===== config.mk =====
export PLATFORM = sky130hd
export DESIGN_NAME = font_loader_ctrl_flat
export DESIGN_NICKNAME = d
export VERILOG_FILES = /design/src/rtl/font_loader_ctrl_if.sv /design/src/rtl/font_loader_ctrl.sv /design/src/flat_wrapper.sv
export SDC_FILE = /design/constraint.sdc
export NUM_CORES = 1
export LEC_CHECK = 0
export CORE_MARGIN = 8
export CORE_UTILIZATION = 30
export DETAILED_ROUTE_END_ITERATION = 8
export PLACE_DENSITY = 0.5
export SLEW_MARGIN = 20
export SYNTH_ARGS = -nofsm -noshare
export SYNTH_HDL_FRONTEND = slang
export SYNTH_SLANG_ARGS = --single-unit

===== constraint.sdc =====
create_clock -name clk -period 2.8 [get_ports clk]
set_input_delay 0.7 -clock clk [delete_from_list [all_inputs] [get_ports clk]]
set_output_delay 0.7 -clock clk [all_outputs]
set_load 0.01 [all_outputs]

===== src/rtl/font_loader_ctrl_if.sv =====
// Bus bundle between font_loader_ctrl and its string buffer, font ROM and display RAM.
// master = controller side, slave = memory/host side.
interface font_loader_ctrl_if #(
    parameter int COLS_PER_CHAR = 5,
    parameter int MAX_CHARS     = 16,
    parameter int ROM_CHARS     = 128,
    parameter int ASCII_W       = 8,
    parameter int COL_W         = 8
);
    localparam int LEN_W  = $clog2(MAX_CHARS + 1);
    localparam int IDX_W  = $clog2(MAX_CHARS);
    localparam int ROM_AW = $clog2(ROM_CHARS * COLS_PER_CHAR);
    localparam int RAM_AW = $clog2(MAX_CHARS * (COLS_PER_CHAR + 1));

    logic              new_string;
    logic [LEN_W-1:0]  str_len;
    logic [IDX_W-1:0]  str_idx;
    logic [ASCII_W-1:0] ascii_in;
    logic [ROM_AW-1:0] rom_addr;
    logic              rom_rd;
    logic [COL_W-1:0]  rom_data;
    logic [RAM_AW-1:0] ram_addr;
    logic [COL_W-1:0]  ram_din;
    logic              ram_we;
    logic              busy;
    logic              done;

    modport master (
        input  new_string, str_len, ascii_in, rom_data,
        output str_idx, rom_addr, rom_rd, ram_addr, ram_din, ram_we, busy, done
    );

    modport slave (
        output new_string, str_len, ascii_in, rom_data,
        input  str_idx, rom_addr, rom_rd, ram_addr, ram_din, ram_we, busy, done
    );
endinterface


===== src/rtl/font_loader_ctrl.sv =====
// Copies font columns for a string of characters from the font ROM into display RAM.
// Define FONT_LOADER_BLANK_COL_EN to append one blank column after every character.
module font_loader_ctrl #(
    parameter int COLS_PER_CHAR = 5,
    parameter int MAX_CHARS     = 16,
    parameter int ROM_CHARS     = 128,
    parameter int ASCII_W       = 8,
    parameter int COL_W         = 8
) (
    input  logic clk,
    input  logic rst_n,
    font_loader_ctrl_if.master bus
);
    localparam int LEN_W  = $clog2(MAX_CHARS + 1);
    localparam int IDX_W  = $clog2(MAX_CHARS);
    localparam int ROM_AW = $clog2(ROM_CHARS * COLS_PER_CHAR);
    localparam int RAM_AW = $clog2(MAX_CHARS * (COLS_PER_CHAR + 1));
    localparam int COL_CW = $clog2(COLS_PER_CHAR + 1);
    localparam int MUL_CW = $clog2(ASCII_W + 1);

    localparam logic [LEN_W-1:0]   MAX_LEN    = LEN_W'(MAX_CHARS);
    localparam logic [ASCII_W:0]   ROM_LIMIT  = (ASCII_W + 1)'(ROM_CHARS);
    localparam logic [COL_CW-1:0]  LAST_COL   = COL_CW'(COLS_PER_CHAR - 1);
    localparam logic [MUL_CW-1:0]  LAST_MUL   = MUL_CW'(ASCII_W - 1);
    localparam logic [ROM_AW-1:0]  COLS_MCAND = ROM_AW'(COLS_PER_CHAR);

    typedef enum logic [3:0] {
        IDLE, FETCH, LOAD, MUL, RD, WR, GAP, NEXT, DONE
    } state_t;

    state_t             state_reg;
    logic [LEN_W-1:0]   len_reg;
    logic [LEN_W-1:0]   char_reg;
    logic [COL_CW-1:0]  col_reg;
    logic [RAM_AW-1:0]  ram_cnt_reg;
    logic [ASCII_W-1:0] code_reg;
    logic [ROM_AW-1:0]  mcand_reg;
    logic [ROM_AW-1:0]  acc_reg;
    logic [MUL_CW-1:0]  mul_cnt_reg;
    logic [ROM_AW-1:0]  rom_addr_reg;
    logic               rom_rd_reg;
    logic               ram_we_reg;
    logic               busy_reg;
    logic               done_reg;

    logic [LEN_W-1:0]   len_next;
    logic [ROM_AW-1:0]  mul_sum;
    logic [LEN_W-1:0]   char_next;

    assign len_next  = (bus.str_len > MAX_LEN) ? MAX_LEN : bus.str_len;
    // One shift-add step: add the shifted multiplicand when the current code LSB is set.
    assign mul_sum   = code_reg[0] ? (acc_reg + mcand_reg) : acc_reg;
    assign char_next = char_reg + 1'b1;

    always_ff @(posedge clk or negedge rst_n) begin
        if (!rst_n) begin
            state_reg    <= IDLE;
            len_reg      <= '0;
            char_reg     <= '0;
            col_reg      <= '0;
            ram_cnt_reg  <= '0;
            code_reg     <= '0;
            mcand_reg    <= '0;
            acc_reg      <= '0;
            mul_cnt_reg  <= '0;
            rom_addr_reg <= '0;
            rom_rd_reg   <= 1'b0;
            ram_we_reg   <= 1'b0;
            busy_reg     <= 1'b0;
            done_reg     <= 1'b0;
        end else begin
            rom_rd_reg <= 1'b0;
            ram_we_reg <= 1'b0;
            done_reg   <= 1'b0;
            case (state_reg)
                IDLE: begin
                    if (bus.new_string) begin
                        len_reg     <= len_next;
                        char_reg    <= '0;
                        col_reg     <= '0;
                        ram_cnt_reg <= '0;
                        busy_reg    <= 1'b1;
                        if (len_next == '0) begin
                            done_reg  <= 1'b1;
                            state_reg <= DONE;
                        end else begin
                            state_reg <= FETCH;
                        end
                    end
                end
                FETCH: state_reg <= LOAD;
                LOAD: begin
                    // Codes outside the ROM fall back to glyph 0.
                    code_reg    <= ({1'b0, bus.ascii_in} >= ROM_LIMIT) ? '0 : bus.ascii_in;
                    mcand_reg   <= COLS_MCAND;
                    acc_reg     <= '0;
                    mul_cnt_reg <= '0;
                    state_reg   <= MUL;
                end
                MUL: begin
                    acc_reg     <= mul_sum;
                    code_reg    <= code_reg >> 1;
                    mcand_reg   <= mcand_reg << 1;
                    mul_cnt_reg <= mul_cnt_reg + 1'b1;
                    if (mul_cnt_reg == LAST_MUL) begin
                        rom_addr_reg <= mul_sum;
                        rom_rd_reg   <= 1'b1;
                        state_reg    <= RD;
                    end
                end
                RD: begin
                    ram_we_reg <= 1'b1;
                    state_reg  <= WR;
                end
                WR: begin
                    ram_cnt_reg <= ram_cnt_reg + 1'b1;
                    if (col_reg < LAST_COL) begin
                        col_reg      <= col_reg + 1'b1;
                        rom_addr_reg <= rom_addr_reg + 1'b1;
                        rom_rd_reg   <= 1'b1;
                        state_reg    <= RD;
                    end else begin
`ifdef FONT_LOADER_BLANK_COL_EN
                        ram_we_reg <= 1'b1;
                        state_reg  <= GAP;
`else
                        state_reg  <= NEXT;
`endif
                    end
                end
                GAP: begin
                    ram_cnt_reg <= ram_cnt_reg + 1'b1;
                    state_reg   <= NEXT;
                end
                NEXT: begin
                    char_reg <= char_next;
                    col_reg  <= '0;
                    if (char_next == len_reg) begin
                        done_reg  <= 1'b1;
                        state_reg <= DONE;
                    end else begin
                        state_reg <= FETCH;
                    end
                end
                DONE: begin
                    busy_reg  <= 1'b0;
                    state_reg <= IDLE;
                end
                default: state_reg <= IDLE;
            endcase
        end
    end

    assign bus.str_idx  = char_reg[IDX_W-1:0];
    assign bus.rom_addr = rom_addr_reg;
    assign bus.rom_rd   = rom_rd_reg;
    assign bus.ram_addr = ram_cnt_reg;
    // ROM data only arrives during WR, so the write data is steered rather than registered.
    assign bus.ram_din  = (state_reg == WR) ? bus.rom_data : '0;
    assign bus.ram_we   = ram_we_reg;
    assign bus.busy     = busy_reg;
    assign bus.done     = done_reg;
endmodule


===== src/flat_wrapper.sv =====
// flat-port wrapper written by rule: the top's interface ports become plain ports
module font_loader_ctrl_flat 
#(
    parameter int COLS_PER_CHAR = 5,
    parameter int MAX_CHARS     = 16,
    parameter int ROM_CHARS     = 128,
    parameter int ASCII_W       = 8,
    parameter int COL_W         = 8
)
  (clk, rst_n, bus_new_string, bus_str_len, bus_ascii_in, bus_rom_data, bus_str_idx, bus_rom_addr, bus_rom_rd, bus_ram_addr, bus_ram_din, bus_ram_we, bus_busy, bus_done);
  font_loader_ctrl_if #(.COLS_PER_CHAR(COLS_PER_CHAR), .MAX_CHARS(MAX_CHARS), .ROM_CHARS(ROM_CHARS), .ASCII_W(ASCII_W), .COL_W(COL_W)) bus_i ();
  input  logic clk;
  input  logic rst_n;
  input wire logic [$bits(bus_i.new_string)-1:0] bus_new_string;
  input wire logic [$bits(bus_i.str_len)-1:0] bus_str_len;
  input wire logic [$bits(bus_i.ascii_in)-1:0] bus_ascii_in;
  input wire logic [$bits(bus_i.rom_data)-1:0] bus_rom_data;
  output wire logic [$bits(bus_i.str_idx)-1:0] bus_str_idx;
  output wire logic [$bits(bus_i.rom_addr)-1:0] bus_rom_addr;
  output wire logic [$bits(bus_i.rom_rd)-1:0] bus_rom_rd;
  output wire logic [$bits(bus_i.ram_addr)-1:0] bus_ram_addr;
  output wire logic [$bits(bus_i.ram_din)-1:0] bus_ram_din;
  output wire logic [$bits(bus_i.ram_we)-1:0] bus_ram_we;
  output wire logic [$bits(bus_i.busy)-1:0] bus_busy;
  output wire logic [$bits(bus_i.done)-1:0] bus_done;
  assign bus_i.new_string = bus_new_string;
  assign bus_i.str_len = bus_str_len;
  assign bus_i.ascii_in = bus_ascii_in;
  assign bus_i.rom_data = bus_rom_data;
  assign bus_str_idx = bus_i.str_idx;
  assign bus_rom_addr = bus_i.rom_addr;
  assign bus_rom_rd = bus_i.rom_rd;
  assign bus_ram_addr = bus_i.ram_addr;
  assign bus_ram_din = bus_i.ram_din;
  assign bus_ram_we = bus_i.ram_we;
  assign bus_busy = bus_i.busy;
  assign bus_done = bus_i.done;
  font_loader_ctrl #(.COLS_PER_CHAR(COLS_PER_CHAR), .MAX_CHARS(MAX_CHARS), .ROM_CHARS(ROM_CHARS), .ASCII_W(ASCII_W), .COL_W(COL_W)) u_core (.clk(clk), .rst_n(rst_n), .bus(bus_i));
endmodule

==> impl_metrics.ini, run 1 <==
[critical_path]
critical_path.startpoint_type = flop
critical_path.slowest_cell = sky130_fd_sc_hd__dfrtp_1
critical_path_arrival_ps = 1960
critPathRequiredTime_ps = 2100
setup.worst_path.end_class = output pin
max_stage_delay_ps = 550
critical_path.n_buffers_inverters = 1
timing.critical_path.fanout_max = 12
crit_path_cell_trace = and4bb_2 -> and2_1 -> clkdlybuf4s50_1
critical_path.top_delay_family = flip-flops
worstSetupPathType = flop to output pin

[cts]
bufs_on_longest_clock_path = 2
path_clk_slew_ps = 60
clock_tree.root_cell = sky130_fd_sc_hd__clkbuf_16
postCtsHoldBufs = 0
tritoncts.num_buffers = 9
cts_repair_resize_count = 0
clk_latency_ps = 330
cts.sink_count = 70
cts_tree = done
cts.repair_timing.setup_buffer_count = 0
clock_tree.htree_level_count = 3

[layout]
footprint_of_the_flip_flops_and_latches_um2 = 1752
layout.filler_cells = 1279
post_route_cells_drive_above_1_share = 0.07219
area_growth_pct = 27.67
mostFrequentLayoutCells = 70 x sky130_fd_sc_hd__dfrtp_1, 55 x sky130_fd_sc_hd__clkdlybuf4s50_1, 48 x sky130_fd_sc_hd__nand2_1, 45 x sky130_fd_sc_hd__o21ai_0, 25 x sky130_fd_sc_hd__nor2_1
multiInputGateArea_um2 = 1934
num-nets-final = 505
n_antenna_cell = 0
postLayoutCoreUtil = 0.3908
mostFrequentLayoutCell = sky130_fd_sc_hd__dfrtp_1

[place]
finalWeightedCongestion = 0.7897
place.detailed.hpwl_um = 7014
place.port_buffers = 56

[synth]
async_flop_share = 1.000
synth.yosys.seq_area_share = 0.4553
postSynthRegisterBits = 70
edff_count_synth = 0
synth.distinct_cells = 58
yosys_most_used_dff = sky130_fd_sc_hd__dfrtp_1
mappedNetlistNets = 449
netlist_area_um2 = 3847
yosys_warnings = 0
postSynthCellCount = 410
synthesis.area_per_instance_um2 = 9.384

[power]
ir_drop_uv = 488.3
p_clk_frac = 0.255
power.leakage_nw = 2.069
sw_frac_of_total = 0.3648
power.internal_w = 0.003031
powerDensity_nw_per_um2 = 971.5
pwr-share-seq = 0.358
power_switching_w = 0.001741
post-layout-total-power_w = 0.004772
power_frac_comb = 0.387

[sta]
slew_violations = 0
skew_ps = 5.585
setup-violations-final = 0
setup-tns-final_ps = 0
tightestPinTransition_ps = 728.6
layout_worst_path_cycle_share = 0.9494
fmax_mhz = 376.2
grt_setup_unrepaired = no
finalHoldWorstSlack_ps = 382.1
timing.final.hold_violations = 0
period_minus_slack_ps = 2658
maxSlewHeadroom = 0.5131

[global_route]
overall_routing_resource_usage = 0.1192
grt_remaining_overflow = 0
number_of_antenna_violations_at_the_first_check_in_global_routing = 0
first_global_vias = 3027
first_pass_grt_wire_length_um = 15680
largest_net_degree_at_the_start_of_global_routing = 71

[route]
routed_wire_length_per_instance_um = 14.61
vias = 3129
drtPass1Iterations = 4
drt-total-wl_um = 9397
remaining_drc_errors = 0
avgViaCountPerCell = 4.866
initial_drt_markers = 200
final_antenna_net_count = 0

[status]
outcome = completed

[floorplanning]
start_util = 0.3061
placementRows = 41
fp.dieArea_um2 = 16700
chipWidth_um = 129.2
pin_count = 57
fp.coreArea_um2 = 12570
die_h_um = 129.2

[min_path]
worstHoldPathType = input port to asynchronous set/reset pin

[flow_run]
cap_violations = 0
## path summary, 6_finish.rpt
check,startpoint,endpoint,slack (ps),depth (start not counted)
setup / recovery,u_core.state_reg[2]$_DFFE_PN0P_,bus_ram_din[2],140,3
hold reg to reg,u_core.bus.ram_addr[6]$_DFFE_PN0P_,u_core.bus.ram_addr[6]$_DFFE_PN0P_,480,1
max in group asynchronous,rst_n,u_core.bus.rom_addr[7]$_DFFE_PN0P_,2110,2
min in group clk,u_core.bus.ram_addr[6]$_DFFE_PN0P_,u_core.bus.ram_addr[6]$_DFFE_PN0P_,480,1
hold / removal,rst_n,u_core.bus.ram_addr[3]$_DFFE_PN0P_,380,2
setup reg to reg,u_core.mcand_reg[0]$_DFFE_PN0P_,u_core.acc_reg[8]$_DFFE_PN0P_,470,8
## stage by stage
stage	instance area (um^2)	setup WS [ps]	std cells
after detailed placement	4596	277.8	627
after global routing	4912	11.95	643
after floorplan	3847	638.4	410
final	4912	141.8	643
after global placement	4596	276.4	627
after CTS	4912	122.8	643
## logic make-up (layout without fill, tap and decap cells)
logic type / Yosys count / after routing / synth area share
simple gates: 147 / 147 / 0.1932
buf+inv: 32 / 93 / 0.04195
compound gates: 123 / 123 / 0.2036
mux: 7 / 7 / 0.01886
fa+ha+maj: 15 / 15 / 0.05073
xor+xnor: 16 / 16 / 0.03642
flops: 70 / 70 / 0.4553
## per-layer routing
layer	global-route usage	up-vias	wire, um	share of wire
met5	0	-	0	0
met2	0.1706	75	3981	0.42
met4	0.03732	0	99	0.011
met1	0.1663	1445	4786	0.51
met3	0.03739	7	530	0.056
li1	-	1602	-	-
## area by class of cell
class	count	share of cell area
Sequential cell	70	0.3566
Clock buffer	12	0.05018
Inverter	9	0.007387
Tap cell	172	0.04381
Clock inverter	4	0.01426
Multi-Input combinational cell	308	0.3938
Timing Repair Buffer	68	0.1340
## Yosys cell counts (4+ instances only)
library cell / count / area (um^2)
sky130_fd_sc_hd__a21oi_1: 24 / 120.1
sky130_fd_sc_hd__clkbuf_1: 13 / 48.80
sky130_fd_sc_hd__nand4_1: 7 / 43.79
sky130_fd_sc_hd__xnor2_1: 9 / 78.83
sky130_fd_sc_hd__nor3b_1: 7 / 52.55
sky130_fd_sc_hd__o21ai_0: 45 / 225.2
sky130_fd_sc_hd__o32ai_1: 4 / 35.03
sky130_fd_sc_hd__and2_1: 12 / 75.07
sky130_fd_sc_hd__nor3_1: 10 / 50.05
sky130_fd_sc_hd__ha_1: 14 / 175.2
sky130_fd_sc_hd__a22o_1: 14 / 122.6
sky130_fd_sc_hd__inv_1: 8 / 30.03
sky130_fd_sc_hd__dfrtp_1: 70 / 1752
sky130_fd_sc_hd__nand2_1: 48 / 180.2
sky130_fd_sc_hd__nand2b_1: 7 / 43.79
sky130_fd_sc_hd__nor2_1: 25 / 93.84
sky130_fd_sc_hd__buf_4: 6 / 45.04
sky130_fd_sc_hd__o21a_1: 4 / 30.03
sky130_fd_sc_hd__a31oi_1: 5 / 31.28
sky130_fd_sc_hd__xor2_1: 7 / 61.31
sky130_fd_sc_hd__nand3_1: 12 / 60.06
sky130_fd_sc_hd__mux2i_1: 5 / 50.05
## power groups by stage
| stage | logic (W) | registers [W] | clock network (W) |
|---|---|---|---|
| 2_1_floorplan | 0.00123 | 0.00168 | 0 |
| 3_3_place_gp | 0.00184 | 0.00172 | 0 |
| 3_5_place_dp | 0.00186 | 0.00173 | 0 |
| 4_1_cts | 0.00187 | 0.00171 | 0.00125 |
| 5_1_grt | 0.00209 | 0.00177 | 0.00130 |
| 6_report | 0.00185 | 0.00171 | 0.00122 |
Note: power is estimated with default switching activity, not from simulation.
==> inputs of run 2 (changes only) <==
CTS_CLUSTER_SIZE = 16   (was unset)
==> results of run 2 <==
Same layout as run 1: the final DEF is identical, and so are final timing and power.
